**src/rtl/i2c_sniffer.sv**
```systemverilog
// i2c_sniffer: passive I2C bus decoder with a first-word fall-through event FIFO.
// Ports:
//   clk, rst_n          system clock, asynchronous active-low reset
//   clk_en              single-cycle sampling strobe for the bus lines
//   scl, sda            raw bus lines, asynchronous to clk
//   ev_valid/ev_ready   head-record handshake (pop on valid & ready)
//   ev_type             00 BYTE, 01 START, 10 RSTART, 11 STOP
//   ev_data, ev_ack     byte value and ACK bit (0 for non-BYTE records)
//   overflow, ovf_clr   sticky dropped-record flag and its clear
//   busy                decoder is inside a transaction
module i2c_sniffer #(
  parameter int unsigned FILTER_LEN = 3,
  parameter int unsigned FIFO_AW    = 2
) (
  input  logic       clk,
  input  logic       rst_n,
  input  logic       clk_en,
  input  logic       scl,
  input  logic       sda,
  output logic       ev_valid,
  input  logic       ev_ready,
  output logic [1:0] ev_type,
  output logic [7:0] ev_data,
  output logic       ev_ack,
  output logic       overflow,
  input  logic       ovf_clr,
  output logic       busy
);

  localparam int unsigned DEPTH = 1 << FIFO_AW;
  localparam int unsigned CNT_W = 4;
  localparam int unsigned L_SCL = 1;
  localparam int unsigned L_SDA = 0;

  typedef enum logic [1:0] {
    ST_IDLE = 2'b00,
    ST_DATA = 2'b01,
    ST_ACK  = 2'b10
  } state_e;

  localparam logic [1:0] EV_BYTE   = 2'b00;
  localparam logic [1:0] EV_START  = 2'b01;
  localparam logic [1:0] EV_RSTART = 2'b10;
  localparam logic [1:0] EV_STOP   = 2'b11;

  typedef struct packed {
    logic [1:0] typ;
    logic [7:0] data;
    logic       ack;
  } rec_t;

  // Two-flop synchronizers, idle-high reset value
  logic [1:0] scl_sync_q, sda_sync_q;

  always_ff @(posedge clk or negedge rst_n) begin
    if (!rst_n) begin
      scl_sync_q <= 2'b11;
      sda_sync_q <= 2'b11;
    end else begin
      scl_sync_q <= {scl_sync_q[0], scl};
      sda_sync_q <= {sda_sync_q[0], sda};
    end
  end

  // Glitch filter: a line flips after FILTER_LEN consecutive differing samples
  logic [1:0]            raw_c;
  logic [1:0]            filt_q, filt_d;
  logic [1:0]            prev_q, prev_d;
  logic [1:0][CNT_W-1:0] fcnt_q, fcnt_d;

  assign raw_c = {scl_sync_q[1], sda_sync_q[1]};

  always_comb begin
    filt_d = filt_q;
    prev_d = prev_q;
    fcnt_d = fcnt_q;
    if (clk_en) begin
      prev_d = filt_q;
      for (int i = 0; i < 2; i++) begin
        if (raw_c[i] != filt_q[i]) begin
          if (fcnt_q[i] == CNT_W'(FILTER_LEN - 1)) begin
            filt_d[i] = raw_c[i];
            fcnt_d[i] = '0;
          end else begin
            fcnt_d[i] = fcnt_q[i] + CNT_W'(1);
          end
        end else begin
          fcnt_d[i] = '0;
        end
      end
    end
  end

  always_ff @(posedge clk or negedge rst_n) begin
    if (!rst_n) begin
      filt_q <= 2'b11;
      prev_q <= 2'b11;
      fcnt_q <= '0;
    end else begin
      filt_q <= filt_d;
      prev_q <= prev_d;
      fcnt_q <= fcnt_d;
    end
  end

  // Bus conditions; any sample where SCL moves is only an SCL edge
  logic scl_cur_c, scl_prev_c, sda_cur_c, sda_prev_c;
  logic scl_rise_c, scl_hi_c, start_c, stop_c;

  assign scl_cur_c  = filt_q[L_SCL];
  assign scl_prev_c = prev_q[L_SCL];
  assign sda_cur_c  = filt_q[L_SDA];
  assign sda_prev_c = prev_q[L_SDA];
  assign scl_rise_c = clk_en & scl_cur_c & ~scl_prev_c;
  assign scl_hi_c   = scl_cur_c & scl_prev_c;
  assign start_c    = clk_en & scl_hi_c & sda_prev_c & ~sda_cur_c;
  assign stop_c     = clk_en & scl_hi_c & ~sda_prev_c & sda_cur_c;

  // Decoder FSM
  state_e     state_q, state_d;
  logic [2:0] bcnt_q, bcnt_d;
  logic [7:0] shift_q, shift_d;
  logic       push_c;
  rec_t       push_rec_c;

  always_comb begin
    state_d    = state_q;
    bcnt_d     = bcnt_q;
    shift_d    = shift_q;
    push_c     = 1'b0;
    push_rec_c = '0;
    case (state_q)
      ST_IDLE: begin
        if (start_c) begin
          push_c         = 1'b1;
          push_rec_c.typ = EV_START;
          state_d        = ST_DATA;
          bcnt_d         = '0;
          shift_d        = '0;
        end
      end
      ST_DATA, ST_ACK: begin
        if (start_c) begin
          push_c         = 1'b1;
          push_rec_c.typ = EV_RSTART;
          state_d        = ST_DATA;
          bcnt_d         = '0;
          shift_d        = '0;
        end else if (stop_c) begin
          push_c         = 1'b1;
          push_rec_c.typ = EV_STOP;
          state_d        = ST_IDLE;
          bcnt_d         = '0;
          shift_d        = '0;
        end else if (scl_rise_c) begin
          if (state_q == ST_DATA) begin
            shift_d = {shift_q[6:0], sda_cur_c};
            if (bcnt_q == 3'd7) begin
              state_d = ST_ACK;
              bcnt_d  = '0;
            end else begin
              bcnt_d = bcnt_q + 3'd1;
            end
          end else begin
            push_c          = 1'b1;
            push_rec_c.typ  = EV_BYTE;
            push_rec_c.data = shift_q;
            push_rec_c.ack  = ~sda_cur_c;
            state_d         = ST_DATA;
            bcnt_d          = '0;
            shift_d         = '0;
          end
        end
      end
      default: begin
        state_d = ST_IDLE;
        bcnt_d  = '0;
        shift_d = '0;
      end
    endcase
  end

  always_ff @(posedge clk or negedge rst_n) begin
    if (!rst_n) begin
      state_q <= ST_IDLE;
      bcnt_q  <= '0;
      shift_q <= '0;
    end else begin
      state_q <= state_d;
      bcnt_q  <= bcnt_d;
      shift_q <= shift_d;
    end
  end

  // Event FIFO; the head record is registered from the next read pointer
  rec_t               mem_q [DEPTH];
  logic [FIFO_AW-1:0] wr_ptr_q, wr_ptr_d, rd_ptr_q, rd_ptr_d;
  logic               full_q, full_d;
  logic               valid_q, valid_d;
  rec_t               head_q, head_d;
  logic               ovf_q, ovf_d;
  logic               busy_q, busy_d;
  logic               pop_c, push_ok_c, drop_c;

  assign pop_c     = valid_q & ev_ready;
  assign push_ok_c = push_c & (~full_q | pop_c);
  assign drop_c    = push_c & full_q & ~pop_c;

  always_comb begin
    wr_ptr_d = wr_ptr_q + FIFO_AW'(push_ok_c);
    rd_ptr_d = rd_ptr_q + FIFO_AW'(pop_c);
    full_d   = full_q;
    if (push_ok_c && !pop_c) begin
      full_d = (wr_ptr_d == rd_ptr_q);
    end else if (pop_c && !push_ok_c) begin
      full_d = 1'b0;
    end
    valid_d = (wr_ptr_d != rd_ptr_d) | full_d;
    // A record written into the slot about to become head bypasses the array
    if (push_ok_c && (wr_ptr_q == rd_ptr_d)) begin
      head_d = push_rec_c;
    end else begin
      head_d = mem_q[rd_ptr_d];
    end
    ovf_d = ovf_q;
    if (ovf_clr) begin
      ovf_d = 1'b0;
    end
    if (drop_c) begin
      ovf_d = 1'b1;
    end
    busy_d = (state_d != ST_IDLE);
  end

  always_ff @(posedge clk or negedge rst_n) begin
    if (!rst_n) begin
      for (int i = 0; i < int'(DEPTH); i++) begin
        mem_q[i] <= '0;
      end
    end else if (push_ok_c) begin
      mem_q[wr_ptr_q] <= push_rec_c;
    end
  end

  always_ff @(posedge clk or negedge rst_n) begin
    if (!rst_n) begin
      wr_ptr_q <= '0;
      rd_ptr_q <= '0;
      full_q   <= 1'b0;
      valid_q  <= 1'b0;
      head_q   <= '0;
      ovf_q    <= 1'b0;
      busy_q   <= 1'b0;
    end else begin
      wr_ptr_q <= wr_ptr_d;
      rd_ptr_q <= rd_ptr_d;
      full_q   <= full_d;
      valid_q  <= valid_d;
      head_q   <= head_d;
      ovf_q    <= ovf_d;
      busy_q   <= busy_d;
    end
  end

  assign ev_valid = valid_q;
  assign ev_type  = head_q.typ;
  assign ev_data  = head_q.data;
  assign ev_ack   = head_q.ack;
  assign overflow = ovf_q;
  assign busy     = busy_q;

endmodule

```
**config.mk**
```make
export PLATFORM = sky130hd
export DESIGN_NAME = i2c_sniffer
export DESIGN_NICKNAME = d
export VERILOG_FILES = /design/src/rtl/i2c_sniffer.sv
export SDC_FILE = /design/constraint.sdc
export NUM_CORES = 1
export LEC_CHECK = 0
export BUFFER_PORTS_ARGS = -buffer_cell sky130_fd_sc_hd__buf_2
export CORE_MARGIN = 8
export CORE_UTILIZATION = 40
export CTS_BUF_LIST = sky130_fd_sc_hd__clkbuf_4 sky130_fd_sc_hd__clkbuf_8 sky130_fd_sc_hd__clkbuf_16
export CTS_CLUSTER_SIZE = 8
export DETAILED_ROUTE_END_ITERATION = 8
export GPL_TIMING_DRIVEN = 0
export PLACE_DENSITY = 0.67
export SLEW_MARGIN = 15
export SYNTH_ARGS = -nofsm -noshare
export SYNTH_HDL_FRONTEND = slang
export SYNTH_SLANG_ARGS = --single-unit
```
**constraint.sdc**
```tcl
create_clock -name clk -period 6.55 [get_ports clk]
set_clock_uncertainty 0.2 [all_clocks]
set_input_delay 1.31 -clock clk [delete_from_list [all_inputs] [get_ports clk]]
set_output_delay 1.31 -clock clk [all_outputs]
set_load 0.05 [all_outputs]
```
Yosys cells after proc, flatten, opt, wreduce, memory -nomap -nowiden
Cells that the tools add are included.

Flip-flop bits (word level): 92. Input port bits: 7. Output and inout bits: 14. Logic and storage cells: 135.

Add/subtract/negate cells: 5. Magnitude comparators: 3. Eq/ne operators: 12. Mux-type cells: 50. Bitwise logic cells: 21. Reduce and logical (&&, ||, !) cells: 13.

Operators with widths (number): two-way mux 9 bit (5); bitwise mux 44 bit (1); two-way mux 11 bit (4); two-way mux 8 bit (5); binary-select mux 11 bit (select 2 bit) (1); demux 11 bit (select 2 bit) (1); two-way mux 3 bit (6); two-way mux 2 bit (8); two-way mux 4 bit (4); one-hot mux 8 bit (2 select lines) (1); AND 1 bit (12); two-way mux 1 bit (10); adder 4 x 1 -> 4 bit, second input constant (2); == test 4 x 2 -> 1 bit, second input constant (2); one-hot mux 2 bit (2 select lines) (2); greater-or-equal comparator 3 bit, second input constant (2); NOT 2 -> 3 bit (2); one-hot mux 3 bit (2 select lines) (1); AND reduction 3 bit (2); NOT 1 bit (5); adder 2 x 1 -> 2 bit (2); == test 2 bit (2); logical AND 1 bit (4); != test 4 bit, second input constant (1); 15 further kinds (19).

Logic depth before layout (Yosys ltp)
Depth after elaboration: 13. Depth in mapped cells: 11. Mapped depth without buffers: 11.

Worst setup path before layout
OpenSTA, ideal clock, no wires.

Path kind: in2reg. Start: input clk_en. End: register valid_q (netlist: ev_valid). Library setup time: 0.131 ns. Data arrival time: 3.215 ns. Required time: 6.219 ns. Path slack: 3.003 ns. Cell stages on the path: 10. Buffers on the path: 1. Path through: and3_1 > buf_4 > a32oi_4 > and2_1 > nor2_1 > ha_1 > xnor3_4 > a32oi_1 > a31oi_1 > or3_1.

Word-level cells in the longest chain between the ends: 12. Elaborated cells on any way between the ends: 22. Classes of those cells: add/sub: 1; eq/ne: 2; mux: 7; bitwise: 9; reduce/logical: 3.

RTL lines: start: declaration (line 17) `input logic clk_en,`; AND 1 bit, on equally long branches (line 114, 116, 117); AND 1 bit, on equally long branches (line 114, 117); two-way mux 1 bit or AND 1 bit (tied branches) (line 155, 117); two-way mux 1 bit (line 149) `end else if (stop_c) begin`; two-way mux 1 bit (line 143) `if (start_c) begin`; one-hot mux 1 bit (2 select lines) * (line 132) `case (state_q)`; AND 1 bit * (line 206) `assign push_ok_c = push_c & (~full_q | pop_c);`; parallel branches: the longest is 3 deep, another holds adder 2 x 1 -> 2 bit; two-way mux 1 bit * (line 213) `if (push_ok_c && !pop_c) begin`; via full_d (line 198) `logic full_q, full_d;`; OR 1 bit * (line 218) `valid_d = (wr_ptr_d != rd_ptr_d) | full_d;`; via valid_d (line 199) `logic valid_q, valid_d;`; end signal: assignment (line 258) `valid_q <= valid_d;`; end: declaration (line 199).

Mark *: on every way through the listed nets, which the timed path passes. A chain may end at the register's enable or synchronous reset.

==> metrics.md <==
| Metric | Value |
|---|---|
| Switching Share | 0.359 |
| Clock power share | 0.226 |
| Die ar. | 0.0146 mm^2 |
| Max Cap Violations | 0 |
| Die W | 121 um |
| Psw | 586 uW |
| Post-CTS sizing | 0 |
| Vias in the first global route | 2735 |
| Row cnt | 38 |
| Reg-to-Reg End | ev_valid |
| Initial DRC count | 146 |
| DR vias/cell | 5.10 |
| Drt pass-1 iters | 4 |
| Register area | 0.00231 mm^2 |
| RSZ-0062 raised after global routing | false |
| Starting Density | 0.409 |
| Setup-failing EPs final | 0 |
| Max IR drop VDD | 0.180 mV |
| Fin crit share | 0.543 |
| Crit path buffers/inverters | 2 |
| Ys Warns | 0 |
| Internal | 1050 uW |
| Total power | 1630 uW |
| Setup crit start | ev_ready |
| I/O Buffers | 20 |
| CP top delay family | buffers and inverters |
| Antenna Nets Post-Route | 0 |
| Most common cell after layout, fill and taps aside | dfrtp_1 |
| Post-place setup slack | 2550 ps |
| R2r setup slk | 3430 ps |
| Avg Inst Size Synth | 13.4 um^2 |
| Skew-Pair Late Insertion Delay | 360 ps |
| Worst setup path class | input port to register |
| Hold_ws | 159 ps |
| Post-CTS Setup Inserts | 0 |
| Hold_buf cts | 0 |
| Critical Path Stages | 6 |
| Slew HR | 0.291 |
| CP arrival | 3600 ps |
| Number of enable flip-flop cells after synthesis | 0 |
| Power per cell area | 332 mW/mm^2 |
| Total Nets Final | 380 |
| Ys async rst share | 1.00 |
| Leakage Power | 0.00238 uW |
| Cells after synthesis | 330 |
| Area Growth Syn to Fin | 11.3% |
| Clock slew seen by the registers of the worst setup and hold paths | 90 ps |
| Slew of the pin with the lowest slew margin | 1060 ps |
| Multi-input logic area | 0.00193 mm^2 |
| Number of fill cells | 957 |
| Register bit total from synthesis | 92 |
| H-tree Lvls | 3 |
| Crit start category | input port |
| Critical path peak fanout | 10 |
| # IOs | 21 |
| Sequential share of the synthesized area | 0.524 |
| Worst R2R Start | filt_q[0] |
| Antenna diodes | 0 |
| Initial antenna violation count | 0 |
| First-pass GRT wire length | 13500 um |
| Slew Viols, Final | 0 |
| Post-Syn Nets | 348 |
| CTS max path bufs | 2 |
| GRT Util Overall | 0.116 |
| CP endpoint | ev_data[4] |
| R2R depth | 10 |
| Dpl hpwl | 5480 um |
| Seq pwr share | 0.434 |
| DRC violations left | 0 |
| Core region area | 0.0108 mm^2 |
| Cell area after synthesis | 0.00441 mm^2 |
| Min Tclk post-route | 3560 ps |
| Die H | 121 um |
| CP endpoint kind | register |
| CTS tree | done |
| Fmax | 281 MHz |
| Final Wtd Congestion | 0.832 |
| Fin Setup TNS | 0 ps |
| Final Util | 0.455 |
| Slowest-stage cell, CP | buf_1 |
| CTS root buf | clkbuf_8 |
| Required @ worst endpoint | 6590 ps |
| Main synth FF type | dfrtp_1 |
| Fin worst setup slack | 2990 ps |
| Crit path cell chain | buf_2, and2_1, ha_1, buf_1, mux4_2, mux2_4 |
| WL/cell | 15.7 um |
| Hold Crit Class | register to register |
| Status | finished, final reports clean |
| Detailed Route WL | 7940 um |
| Synth unique cells | 52 |
| Remaining Overflow, GRT | 0 |
| Commonest cells after routing, fill and taps aside | dfrtp_1, mux2_2, buf_2 |
| Fraction of layout instances using a drive strength above 1 | 0.362 |
| Largest net degree at the start of global routing | 62 |
| Worst path max stage delay | 750 ps |
| Logic pwr share | 0.340 |
| CTS buffer count | 9 |
| Vias | 2584 |
| # clock sinks | 92 |
| Final Hold Fails | 0 |
==> registers in the layout, summed over array words and instances (netlist names), 2 cells and up <==
register and flops:
mem_q 44, ev_data 8, fcnt_q 8, shift_q 8
bcnt_q 3, ev_type 2, filt_q 2, prev_q 2
rd_ptr_q 2, scl_sync_q 2, sda_sync_q 2, state_q 2
wr_ptr_q 2
==> metrics by stage <==
stage | std cells | cell area (um^2)
finish | 507 | 4910
global route | 507 | 4910
CTS | 507 | 4910
detailed placement | 491 | 4710
global placement | 490 | 4680
floorplan | 330 | 4410
==> cell usage after synthesis, types with 3 or more instances <==
library cell	number	area (um^2)
a21oi_1	7	35.0
and3_1	3	18.8
buf_2	7	35.0
dfrtp_1	84	2100
dfstp_2	8	210
ha_1	11	138
inv_1	23	86.3
mux2_2	49	552
mux2_4	10	150
mux2i_1	11	110
mux4_2	11	248
nand2_1	14	52.6
nand3_1	4	20.0
nand3b_1	3	22.5
nor2_1	18	67.6
o21ai_0	6	30.0
or4_1	3	22.5
xnor2_1	3	26.3
xor2_1	9	78.8
==> layer usage <==
metal	GRT usage	routed length (um)	share of wire	vias up
met1	0.146	3780	0.48	1306
met3	0.0144	188	0.024	14
li1	-	-	-	1232
met2	0.189	3790	0.48	32
met5	0	0	0	-
met4	0.0640	186	0.023	0
==> worst min-delay path by stage <==
stage	start	to	slack (ps)	depth (start not counted)
finish	scl_sync_q[0]	scl_sync_q[1]	160	0
global route	sda_sync_q[0]	sda_sync_q[1]	170	0
CTS	scl_sync_q[0]	scl_sync_q[1]	160	0
detailed placement	scl_sync_q[0]	scl_sync_q[1]	150	0
global placement	scl_sync_q[0]	scl_sync_q[1]	150	0
floorplan	scl_sync_q[0]	scl_sync_q[1]	150	0
==> power by group through the flow <==
| stage | combinational (uW) | clock, uW | sequential [uW] |
|---|---|---|---|
| 2_1_floorplan | 419 | 0 | 725 |
| 3_3_place_gp | 546 | 0 | 711 |
| 3_5_place_dp | 560 | 0 | 718 |
| 4_1_cts | 564 | 381 | 707 |
| 5_1_grt | 613 | 404 | 718 |
| 6_report | 555 | 369 | 707 |
==> cells by family (layout without fill, tap and decap cells) <==
family | count (synthesis) | count (layout) | synth area share
buffers and inverters | 37 | 74 | 0.0369
AOI/OAI and AO/OA | 33 | 33 | 0.0570
and+or+nand+nor | 62 | 62 | 0.0749
muxes | 81 | 81 | 0.240
DFF | 92 | 92 | 0.524
adders and majority gates | 11 | 11 | 0.0312
xor gates and xnor gates | 14 | 14 | 0.0352
==> cell type report <==
| class | instances | share of cell area |
|---|---|---|
| Tap cell | 140 | 0.0357 |
| Sequential cell | 92 | 0.471 |
| Timing Repair Buffer | 21 | 0.0265 |
| Multi-Input combinational cell | 201 | 0.394 |
| Clock inverter | 6 | 0.0115 |
| Buffer | 14 | 0.0155 |
| Inverter | 23 | 0.0176 |
| Clock buffer | 10 | 0.0280 |
Note: power is estimated with default switching activity, not from simulation.
